### src/rtl/periph_bus_pkg.sv
// Shared definitions for the peripheral bus fabric.
//   - bus_state_e   : transfer FSM encoding (IDLE / ACCESS / RESP)
//   - *_BASE/*_MASK : default memory map (GPIO, timer, UART, memory)
//   - SLV_*         : slave port index of each default peripheral
//   - idx_width()   : width of an encoded slave index for n slaves
package periph_bus_pkg;

  typedef enum logic [1:0] {
    ST_IDLE   = 2'd0,
    ST_ACCESS = 2'd1,
    ST_RESP   = 2'd2
  } bus_state_e;

  localparam logic [31:0] GPIO_BASE  = 32'hFFFF_0000;
  localparam logic [31:0] GPIO_MASK  = 32'hFFFF_F000;
  localparam logic [31:0] TIMER_BASE = 32'hFFFF_1000;
  localparam logic [31:0] TIMER_MASK = 32'hFFFF_F000;
  localparam logic [31:0] UART_BASE  = 32'hFFFF_2000;
  localparam logic [31:0] UART_MASK  = 32'hFFFF_F000;
  localparam logic [31:0] MEM_BASE   = 32'h0000_0000;
  localparam logic [31:0] MEM_MASK   = 32'hFFFF_E000;

  localparam int SLV_GPIO  = 0;
  localparam int SLV_TIMER = 1;
  localparam int SLV_UART  = 2;
  localparam int SLV_MEM   = 3;

  // Flattened tables: slave i lives in bits [32*i+31:32*i].
  localparam logic [127:0] DEF_SLAVE_BASE = {MEM_BASE, UART_BASE, TIMER_BASE, GPIO_BASE};
  localparam logic [127:0] DEF_SLAVE_MASK = {MEM_MASK, UART_MASK, TIMER_MASK, GPIO_MASK};

  function automatic int idx_width(input int n);
    return (n > 1) ? $clog2(n) : 1;
  endfunction

endpackage

### src/rtl/periph_addr_decode.sv
// Combinational table-driven address decoder.
// Slave i hits when (addr & mask_tbl[i]) == base_tbl[i]; when several
// entries overlap the lowest index wins.
// Ports:
//   addr     in  32            address to decode
//   base_tbl in  NUM_SLAVES*32 flattened base addresses
//   mask_tbl in  NUM_SLAVES*32 flattened match masks
//   hit_vec  out NUM_SLAVES    one-hot winning slave (all zero on miss)
//   hit      out 1             some slave matched
//   hit_idx  out IDX_W         encoded winning slave index (0 on miss)
module periph_addr_decode
  import periph_bus_pkg::*;
#(
  parameter int NUM_SLAVES = 4,
  localparam int IDX_W     = idx_width(NUM_SLAVES)
) (
  input  logic [31:0]              addr,
  input  logic [NUM_SLAVES*32-1:0] base_tbl,
  input  logic [NUM_SLAVES*32-1:0] mask_tbl,
  output logic [NUM_SLAVES-1:0]    hit_vec,
  output logic                     hit,
  output logic [IDX_W-1:0]         hit_idx
);

  // Scan from the highest index down so a lower-index match overwrites.
  always_comb begin
    hit_vec = '0;
    hit     = 1'b0;
    hit_idx = '0;
    for (int i = NUM_SLAVES - 1; i >= 0; i--) begin
      if ((addr & mask_tbl[32*i +: 32]) == base_tbl[32*i +: 32]) begin
        hit     = 1'b1;
        hit_idx = IDX_W'(i);
        hit_vec = NUM_SLAVES'(1) << i;
      end
    end
  end

endmodule

### src/rtl/periph_bus_fabric.sv
// Memory-mapped interconnect between the RV32I data port and NUM_SLAVES
// peripherals: table-driven decode, registered chip selects/strobes,
// per-slave ready (wait states), timeout and bus-error response.
// Optional error log: define PERIPH_BUS_FABRIC_ERR_LOG_EN to enable
// err_addr/err_irq; otherwise both read as constant zero.
// Ports:
//   clk, reset_n                  clock, async active-low reset
//   m_addr/m_we/m_re/m_be/m_wdata master request (held until m_ready)
//   m_rdata/m_ready/m_err         response, valid in the m_ready cycle
//   s_cs_n/s_rd_n/s_wr_n          registered chip selects and strobes
//   s_addr/s_be/s_wdata           latched request fields
//   s_rdata/s_ready               flattened slave read data, slave ready
//   err_addr/err_irq/err_clr      error log and sticky interrupt
module periph_bus_fabric
  import periph_bus_pkg::*;
#(
  parameter int unsigned NUM_SLAVES           = 4,
  parameter logic [NUM_SLAVES*32-1:0] SLAVE_BASE   = DEF_SLAVE_BASE,
  parameter logic [NUM_SLAVES*32-1:0] SLAVE_MASK   = DEF_SLAVE_MASK,
  parameter logic [NUM_SLAVES*32-1:0] SLAVE_RDMASK = {NUM_SLAVES{32'hFFFF_FFFF}},
  parameter int unsigned TIMEOUT_CYCLES       = 255
) (
  input  logic                     clk,
  input  logic                     reset_n,
  input  logic [31:0]              m_addr,
  input  logic                     m_we,
  input  logic                     m_re,
  input  logic [3:0]               m_be,
  input  logic [31:0]              m_wdata,
  output logic [31:0]              m_rdata,
  output logic                     m_ready,
  output logic                     m_err,
  output logic [NUM_SLAVES-1:0]    s_cs_n,
  output logic                     s_rd_n,
  output logic                     s_wr_n,
  output logic [31:0]              s_addr,
  output logic [3:0]               s_be,
  output logic [31:0]              s_wdata,
  input  logic [NUM_SLAVES*32-1:0] s_rdata,
  input  logic [NUM_SLAVES-1:0]    s_ready,
  output logic [31:0]              err_addr,
  output logic                     err_irq,
  input  logic                     err_clr
);

  localparam int IDX_W = idx_width(int'(NUM_SLAVES));
  localparam int CNT_W = (TIMEOUT_CYCLES > 0) ? $clog2(TIMEOUT_CYCLES + 1) : 1;

  bus_state_e              state_q, state_d;
  logic [31:0]             addr_q, addr_d, wdata_q, wdata_d, rdata_q, rdata_d;
  logic [3:0]              be_q, be_d;
  logic [IDX_W-1:0]        sel_q, sel_d;
  logic [NUM_SLAVES-1:0]   cs_n_q, cs_n_d;
  logic                    rd_n_q, rd_n_d, wr_n_q, wr_n_d;
  logic                    ready_q, ready_d, err_q, err_d;
  logic [CNT_W-1:0]        cnt_q, cnt_d;

  logic [NUM_SLAVES-1:0]   hit_vec;
  logic                    hit;
  logic [IDX_W-1:0]        hit_idx;
  logic [31:0]             sel_rdata;
  logic                    sel_ready;
  logic                    timeout_hit;
  logic                    log_err;
  logic [31:0]             log_addr;

  periph_addr_decode #(
    .NUM_SLAVES (NUM_SLAVES)
  ) u_decode (
    .addr     (m_addr),
    .base_tbl (SLAVE_BASE),
    .mask_tbl (SLAVE_MASK),
    .hit_vec  (hit_vec),
    .hit      (hit),
    .hit_idx  (hit_idx)
  );

  // Only the latched slave's ready and (lane-masked) read data are seen.
  always_comb begin
    sel_rdata = '0;
    sel_ready = 1'b0;
    for (int i = 0; i < int'(NUM_SLAVES); i++) begin
      if (sel_q == IDX_W'(i)) begin
        sel_rdata = s_rdata[32*i +: 32] & SLAVE_RDMASK[32*i +: 32];
        sel_ready = s_ready[i];
      end
    end
  end

  assign timeout_hit = (TIMEOUT_CYCLES != 0) && (cnt_q == CNT_W'(TIMEOUT_CYCLES));

  always_comb begin
    state_d  = state_q;
    addr_d   = addr_q;
    be_d     = be_q;
    wdata_d  = wdata_q;
    sel_d    = sel_q;
    cs_n_d   = cs_n_q;
    rd_n_d   = rd_n_q;
    wr_n_d   = wr_n_q;
    rdata_d  = rdata_q;
    ready_d  = 1'b0;
    err_d    = err_q;
    cnt_d    = cnt_q;
    log_err  = 1'b0;
    log_addr = addr_q;
    unique case (state_q)
      ST_IDLE: begin
        if (m_re || m_we) begin
          addr_d  = m_addr;
          be_d    = m_be;
          wdata_d = m_wdata;
          sel_d   = hit_idx;
          if (hit && (m_re ^ m_we)) begin
            state_d = ST_ACCESS;
            cs_n_d  = ~hit_vec;
            rd_n_d  = ~m_re;
            wr_n_d  = ~m_we;
          end else begin
            // Decode error: answer directly, never touch a chip select.
            state_d  = ST_RESP;
            ready_d  = 1'b1;
            err_d    = 1'b1;
            rdata_d  = '0;
            log_err  = 1'b1;
            log_addr = m_addr;
          end
        end
      end
      ST_ACCESS: begin
        if (sel_ready) begin
          state_d = ST_RESP;
          ready_d = 1'b1;
          err_d   = 1'b0;
          rdata_d = rd_n_q ? 32'h0 : sel_rdata;
          cs_n_d  = '1;
          rd_n_d  = 1'b1;
          wr_n_d  = 1'b1;
        end else if (timeout_hit) begin
          state_d = ST_RESP;
          ready_d = 1'b1;
          err_d   = 1'b1;
          rdata_d = '0;
          cs_n_d  = '1;
          rd_n_d  = 1'b1;
          wr_n_d  = 1'b1;
          log_err = 1'b1;
        end else begin
          cnt_d = cnt_q + 1'b1;
        end
      end
      ST_RESP: begin
        state_d = ST_IDLE;
        err_d   = 1'b0;
        cnt_d   = '0;
      end
      default: state_d = ST_IDLE;
    endcase
  end

  always_ff @(posedge clk or negedge reset_n) begin
    if (!reset_n) begin
      state_q <= ST_IDLE;
      addr_q  <= '0;
      be_q    <= '0;
      wdata_q <= '0;
      sel_q   <= '0;
      cs_n_q  <= '1;
      rd_n_q  <= 1'b1;
      wr_n_q  <= 1'b1;
      rdata_q <= '0;
      ready_q <= 1'b0;
      err_q   <= 1'b0;
      cnt_q   <= '0;
    end else begin
      state_q <= state_d;
      addr_q  <= addr_d;
      be_q    <= be_d;
      wdata_q <= wdata_d;
      sel_q   <= sel_d;
      cs_n_q  <= cs_n_d;
      rd_n_q  <= rd_n_d;
      wr_n_q  <= wr_n_d;
      rdata_q <= rdata_d;
      ready_q <= ready_d;
      err_q   <= err_d;
      cnt_q   <= cnt_d;
    end
  end

  assign m_rdata = rdata_q;
  assign m_ready = ready_q;
  assign m_err   = err_q;
  assign s_cs_n  = cs_n_q;
  assign s_rd_n  = rd_n_q;
  assign s_wr_n  = wr_n_q;
  assign s_addr  = addr_q;
  assign s_be    = be_q;
  assign s_wdata = wdata_q;

`ifdef PERIPH_BUS_FABRIC_ERR_LOG_EN
  logic [31:0] err_addr_q, err_addr_d;
  logic        err_irq_q, err_irq_d;

  // A new error in the same cycle as err_clr keeps the interrupt set.
  always_comb begin
    err_addr_d = err_addr_q;
    err_irq_d  = err_irq_q;
    if (err_clr) err_irq_d = 1'b0;
    if (log_err) begin
      err_addr_d = log_addr;
      err_irq_d  = 1'b1;
    end
  end

  always_ff @(posedge clk or negedge reset_n) begin
    if (!reset_n) begin
      err_addr_q <= '0;
      err_irq_q  <= 1'b0;
    end else begin
      err_addr_q <= err_addr_d;
      err_irq_q  <= err_irq_d;
    end
  end

  assign err_addr = err_addr_q;
  assign err_irq  = err_irq_q;
`else
  logic unused_err_log;
  assign unused_err_log = ^{err_clr, log_err, log_addr};
  assign err_addr = '0;
  assign err_irq  = 1'b0;
`endif

endmodule

### config.mk
export PLATFORM = sky130hd
export DESIGN_NAME = periph_bus_fabric
export DESIGN_NICKNAME = d
export VERILOG_FILES = /design/src/rtl/periph_bus_pkg.sv /design/src/rtl/periph_addr_decode.sv /design/src/rtl/periph_bus_fabric.sv
export SDC_FILE = /design/constraint.sdc
export NUM_CORES = 1
export LEC_CHECK = 0
export ABC_CLOCK_PERIOD_IN_PS = 1550
export BUFFER_PORTS_ARGS = -buffer_cell sky130_fd_sc_hd__buf_2
export CAP_MARGIN = 20
export CORE_UTILIZATION = 45
export DETAILED_ROUTE_END_ITERATION = 10
export HOLD_SLACK_MARGIN = 0.05
export MAX_ROUTING_LAYER = met4
export PLACE_DENSITY = 0.82
export SLEW_MARGIN = 20
export SYNTH_ARGS = -nofsm -noshare
export SYNTH_HDL_FRONTEND = slang
export SYNTH_HIERARCHICAL = 1
export SYNTH_SLANG_ARGS = --single-unit
### constraint.sdc
create_clock -name clk -period 1.55 [get_ports clk]
set_input_delay 0.0775 -clock clk [delete_from_list [all_inputs] [get_ports clk]]
set_output_delay 0.0775 -clock clk [all_outputs]
set_load 0.01 [all_outputs]
# == Word-level counts from Yosys, hierarchy flattened ==
# Index checks and enable logic that the tools add are counted.
# word_totals
ff_bits,120
in_bits,205
# op_classes
add_sub_neg,1
eq_ne,15
n_mux,56
n_bitwise,4
reduce_logical,14
# op_table
operator,n
2-to-1 mux 32 bit,9
one-hot mux 32 bit (2 select lines),1
equality test 20 bit (second input constant),3
logical NOT 32 bit,1
2-to-1 mux 4 bit,8
2-to-1 mux 1 bit,21
2-to-1 mux 2 bit,8
2-to-1 mux 8 bit,2
one-hot mux 8 bit (2 select lines),1
AND reduction 4 bit,3
inequality test 2 bit (second input constant),5
adder 8 x 1 -> 8 bit (second input constant),1
equality test 8 bit (second input constant),1
one-hot mux 4 bit (2 select lines),1
equality test 2 bit (second input constant),3
one-hot mux 1 bit (2 select lines),3
equality test 2 x 1 -> 1 bit (second input constant),2
logical NOT 2 bit,2
inverter 4 bit,1
one-hot mux 2 bit (2 select lines),1
AND reduction 2 bit,2
nonzero test 2 bit,2
inequality test 3 bit (second input constant),1
one-hot mux 1 bit (3 select lines),1
6 further kinds,7

# == Logic depth before layout (Yosys ltp) ==
# logic_depth
depth_word,9
mapped_depth,12

# == Hierarchy ==
# The synthesis kept the hierarchy.
# modules_own_cells
module,instances,cells_each,area_per_inst_um2
periph_bus_fabric,1,451,6092.1
periph_addr_decode,1,350,2411.1

# == Least setup slack after synthesis ==
# Ideal clock, no wire load.
# synth_timing
path_type,input -> register
from,in m_addr[18]
to,"reg rdata_q[0], in the netlist m_rdata[0]"
setup_ps,81
t_arrival_ps,1802
t_required_ps,1469
slack_ps,-332
stages,12
path_buffers,2
path_cell_list,buf_6 -> nand3_1 -> a211oi_1 -> nand4_1 -> nor4_4 -> nor2_2 -> nand2_1 -> nand2_1 -> nand2_1 -> clkbuf_1 -> nand2_1 -> o22ai_2
# synth_via
elab_chain_cells,8
word_cells_on_any_way,11
classes_between,eq/ne (4); mux (4); reduce/logical (3)
# synth_rtl
item,line,rtl
start: declaration,periph_bus_fabric.sv:25,"input logic [31:0] m_addr,"
logical NOT 32 bit,periph_addr_decode.sv:31,if ((addr & mask_tbl[32*i +: 32]) == base_tbl[32*i +: 32]) begin
2-to-1 mux 1 bit (3 in series),periph_addr_decode.sv:31,
2-to-1 mux 1 bit (*),periph_addr_decode.sv:31,
net hit,periph_bus_fabric.sv:59,logic hit;
logical AND 1 bit (*),periph_bus_fabric.sv:114,if (hit && (m_re ^ m_we)) begin
inequality test 2 bit (no source line) (*),--,
AND reduction 4 bit (no source line) (*),--,
end signal: assignment,periph_bus_fabric.sv:184,rdata_q <= rdata_d;
end: declaration,periph_bus_fabric.sv:50,"logic [31:0] addr_q, addr_d, wdata_q, wdata_d, rdata_q, rdata_d;"
# The timed path passes the listed nets; every way through them passes the cells marked *.
# A chain may end at the register's enable or synchronous reset.

# == Worst setup path after layout ==
# layout_timing
from,in m_addr[26]
to,"reg rdata_q[14], in the netlist m_rdata[14]"
# Same word-level chain as after synthesis.

==> results by group <==
Clock tree
  – CTS tree: built
  – Clock Tree Buf Depth: 2
  – Worst-path clk slew: 0.06 ns
  – CTS Root Buffer Type: clkbuf_16
  – CTS buffer count: 17
  – Skew-Pair Late Insertion Delay: 0.42 ns
  – H-tree levels: 4
  – Sink Count: 120

Worst setup path
  – Worst EP required: 1.87 ns
  – Max Fanout on Critical Path: 5
  – WS Path Type: input port to flop
  – Critical Path Start Type: input port
  – Worst setup EP type: flop
  – Worst path arrival time: 2.16 ns

Synth
  – Top cells by count, synth: dfrtp_1, mux2_2, and3_1, a21oi_1, nand2_1
  – Synth top area share: 33.5%
  – Number of synthesis warnings: 6
  – Predominant post-synthesis flop cell: dfrtp_1
  – Post-Synthesis Cells: 801
  – Seq cells post-synth: 120
  – Cell taking the most area after synthesis: dfrtp_1
  – Top cells by area, synth: dfrtp_1, mux2_2, mux4_2
  – Post-synth cell types: 58
  – Asr flop ratio synth: 100%
  – Synthesized area: 0.00850 mm^2
  – Most common cell in the netlist: dfrtp_1
  – Sequential share of the synthesized area: 35.4%
  – Post-synth EDFFs: 0
  – Syn Area/Cell: 10.6 um^2

Route
  – Drt first pass iters: 5
  – DRC: 0
  – WL per Instance: 17.3 um
  – Routed via count: 9826
  – DRT Wirelength: 35000 um
  – Antenna Violating Nets Remaining: 0
  – Via density per instance: 4.85
  – Starting DRT DRC Count: 603

Hold path
  – HP Class: input port to flop

GRT
  – Grt ovf: 0
  – Global-route wire length before repair: 51600 um
  – Largest net degree at the start of global routing: 49
  – Vias in the first global route: 9704
  – Gr usage total: 35.7%
  – Initial antenna violation count: 1

STA
  – RSZ-0062 raised after global routing: yes
  – Hold_ws: 0.0529 ns
  – Final Critical Period: 1.84 ns
  – Final period utilization: 119%
  – Setup_tns: -24.18 ns
  – Final Hold Viols: 0
  – Setup violations, final: 120
  – PnR worst setup slack: -0.292 ns
  – Final Skew: 0.0116 ns
  – FMAX: 543 MHz
  – Slew Limit Fails: 0

Power
  – PD cells: 721 mW/mm^2
  – Combinational share of power: 29.6%
  – P_leak: 8.47 nW
  – Internal power: 7.56 mW
  – Sw Ratio: 31.0%
  – Clock network fraction of total power: 36.6%
  – VDD IR max: 0.000840 V
  – P_sw: 3.39 mW
  – Seq pwr share: 33.8%

Final layout
  – Final core occ: 83.1%
  – Final Cell Area: 0.0152 mm^2
  – Ratio of cells with drive above 1 in the final layout: 38.7%
  – Nets: 1993
  – P&R area growth vs syn: 78.5%
  – Fin cells: 2028

Placed design
  – Gpl congestion: 0.869
  – Port Buf Inserts: 311
  – Hpwl dp: 21100 um
  – DP Cell Count: 1897
  – Placed cell area: 0.0128 mm^2

Status
  – Violated checks: setup timing
  – Status: complete, but fails checks

Floorplan
  – FP Rows: 49
  – Die Y: 139 um
  – Die X-Extent: 139 um
  – IO Pins: 346
  – Die area: 0.0194 mm^2
  – Core ar.: 0.0183 mm^2
  – Initial Util: 46.5%

Job
  – # Max-Cap Violations: 0
## flip-flops by register name (all words and copies together), names as in the netlist
| signal | cells |
|---|---|
| s_wdata | 32 |
| m_rdata | 32 |
| s_wr_n | 1 |
| s_cs_n | 4 |
| state_q | 2 |
| s_be | 4 |
| cnt_q | 8 |
| m_ready | 1 |
| s_rd_n | 1 |
| sel_q | 2 |
| m_err | 1 |
| s_addr | 32 |
## worst paths after layout
check                           slack, ns        from  cells past startpoint           to
worst max-delay path                -0.29  m_addr[26]                     13  m_rdata[14]
worst min-delay path                 0.05  m_addr[16]                      3   s_addr[16]
worst max register to register      -0.27  state_q[1]                      7     cnt_q[4]
worst min register to register       0.49   s_cs_n[0]                      1    s_cs_n[0]
max in group asynchronous            0.77     reset_n                      3   s_addr[14]
min in group asynchronous            0.14     reset_n                      2   s_wdata[6]
## metal layers
| layer | wire, um | GRT usage, % | up-vias |
|---|---|---|---|
| met1 | 13600 | 41.9 | 4755 |
| met5 | 0 | - | - |
| met4 | 1420 | 14.0 | 0 |
| li1 | - | - | 4504 |
| met2 | 17900 | 60.7 | 453 |
| met3 | 2150 | 6.33 | 114 |
## cell type report
type | instances | area [um^2]
diodes | 1 | 2.50
clock buffers | 17 | 425
clock inverters | 14 | 150
fillers | 1031 | 3090
inverters | 36 | 135
multi-input cells | 1125 | 7580
flip-flops and latches | 120 | 3010
well taps | 229 | 287
repair buffers | 486 | 3580
## placed cells by master (no fill, tap or decap), types with 6 or more instances in the layout
master         netlist  final
conb_1               2    545
buf_2               16    296
dfrtp_1            114    111
buf_4               35     77
mux2_4               2     71
and3_1              68     66
a21oi_1             67     65
dlygate4sd3_1        0     62
inv_1               36     36
mux4_2              32     32
o22a_1              32     32
and3b_1             31     31
o22ai_2             31     30
nand3_1             34     30
nand2_2              0     29
a21o_1              28     28
a21boi_0            32     27
clkbuf_16            0     21
buf_12               0     21
nand4_1             17     17
a211oi_2             2     17
a211oi_1            31     16
buf_6                5     14
nand2_1             40     10
buf_8                0      7
a2bb2oi_2            0      6
dfstp_2              6      6
## kinds of logic after synthesis
family	count (synthesis)	synth area share, %
AO/OA/AOI/OAI	249	22.7
AND/OR/NAND/NOR	222	16.3
flip-flops	120	35.4
multiplexers	107	18.6
buffers and inverters	99	6.59
adder cells (fa/ha/maj)	2	0.294
other	2	0.0883
## stage by stage
stage / power [mW] / setup slack [ns]
after floorplan: 5.02 / -0.125
after global placement: 5.96 / -0.670
after detailed placement: 6.03 / -0.785
after CTS: 10.7 / -0.191
after global routing: 11.4 / -0.349
final: 11.0 / -0.292
## power groups by stage
stage                     combinational (mW)  sequential (mW)  clock (mW)
after floorplan                         1.17             3.85           0
after global placement                  2.29             3.67           0
after detailed placement                2.34             3.68           0
after CTS                               3.02             3.65        4.04
after global routing                    3.46             3.72        4.18
final                                   3.24             3.70        4.01
## worst max-delay path: stages
cell,delay [ns]
buf_8,0.08
buf_4,0.12
nand3_1,0.07
a211oi_1,0.38
nand4_1,0.20
nor4_4,0.31
nor2_2,0.09
nand2_2,0.12
nand2_2,0.11
nand2_4,0.18
buf_12,0.15
nand2_1,0.07
o22ai_1,0.19
## timing repair
action | CTS | global route
buffers inserted | 19 | 12
hold buffers | 62 | 0
endpoints found under the setup margin | 119 | 118
resized for setup | 141 | 38
cloned | 8 | 4
hold endpoints to repair | 181 | 0
pin swaps | 34 | 28
Note: power is estimated with default switching activity, not from simulation.
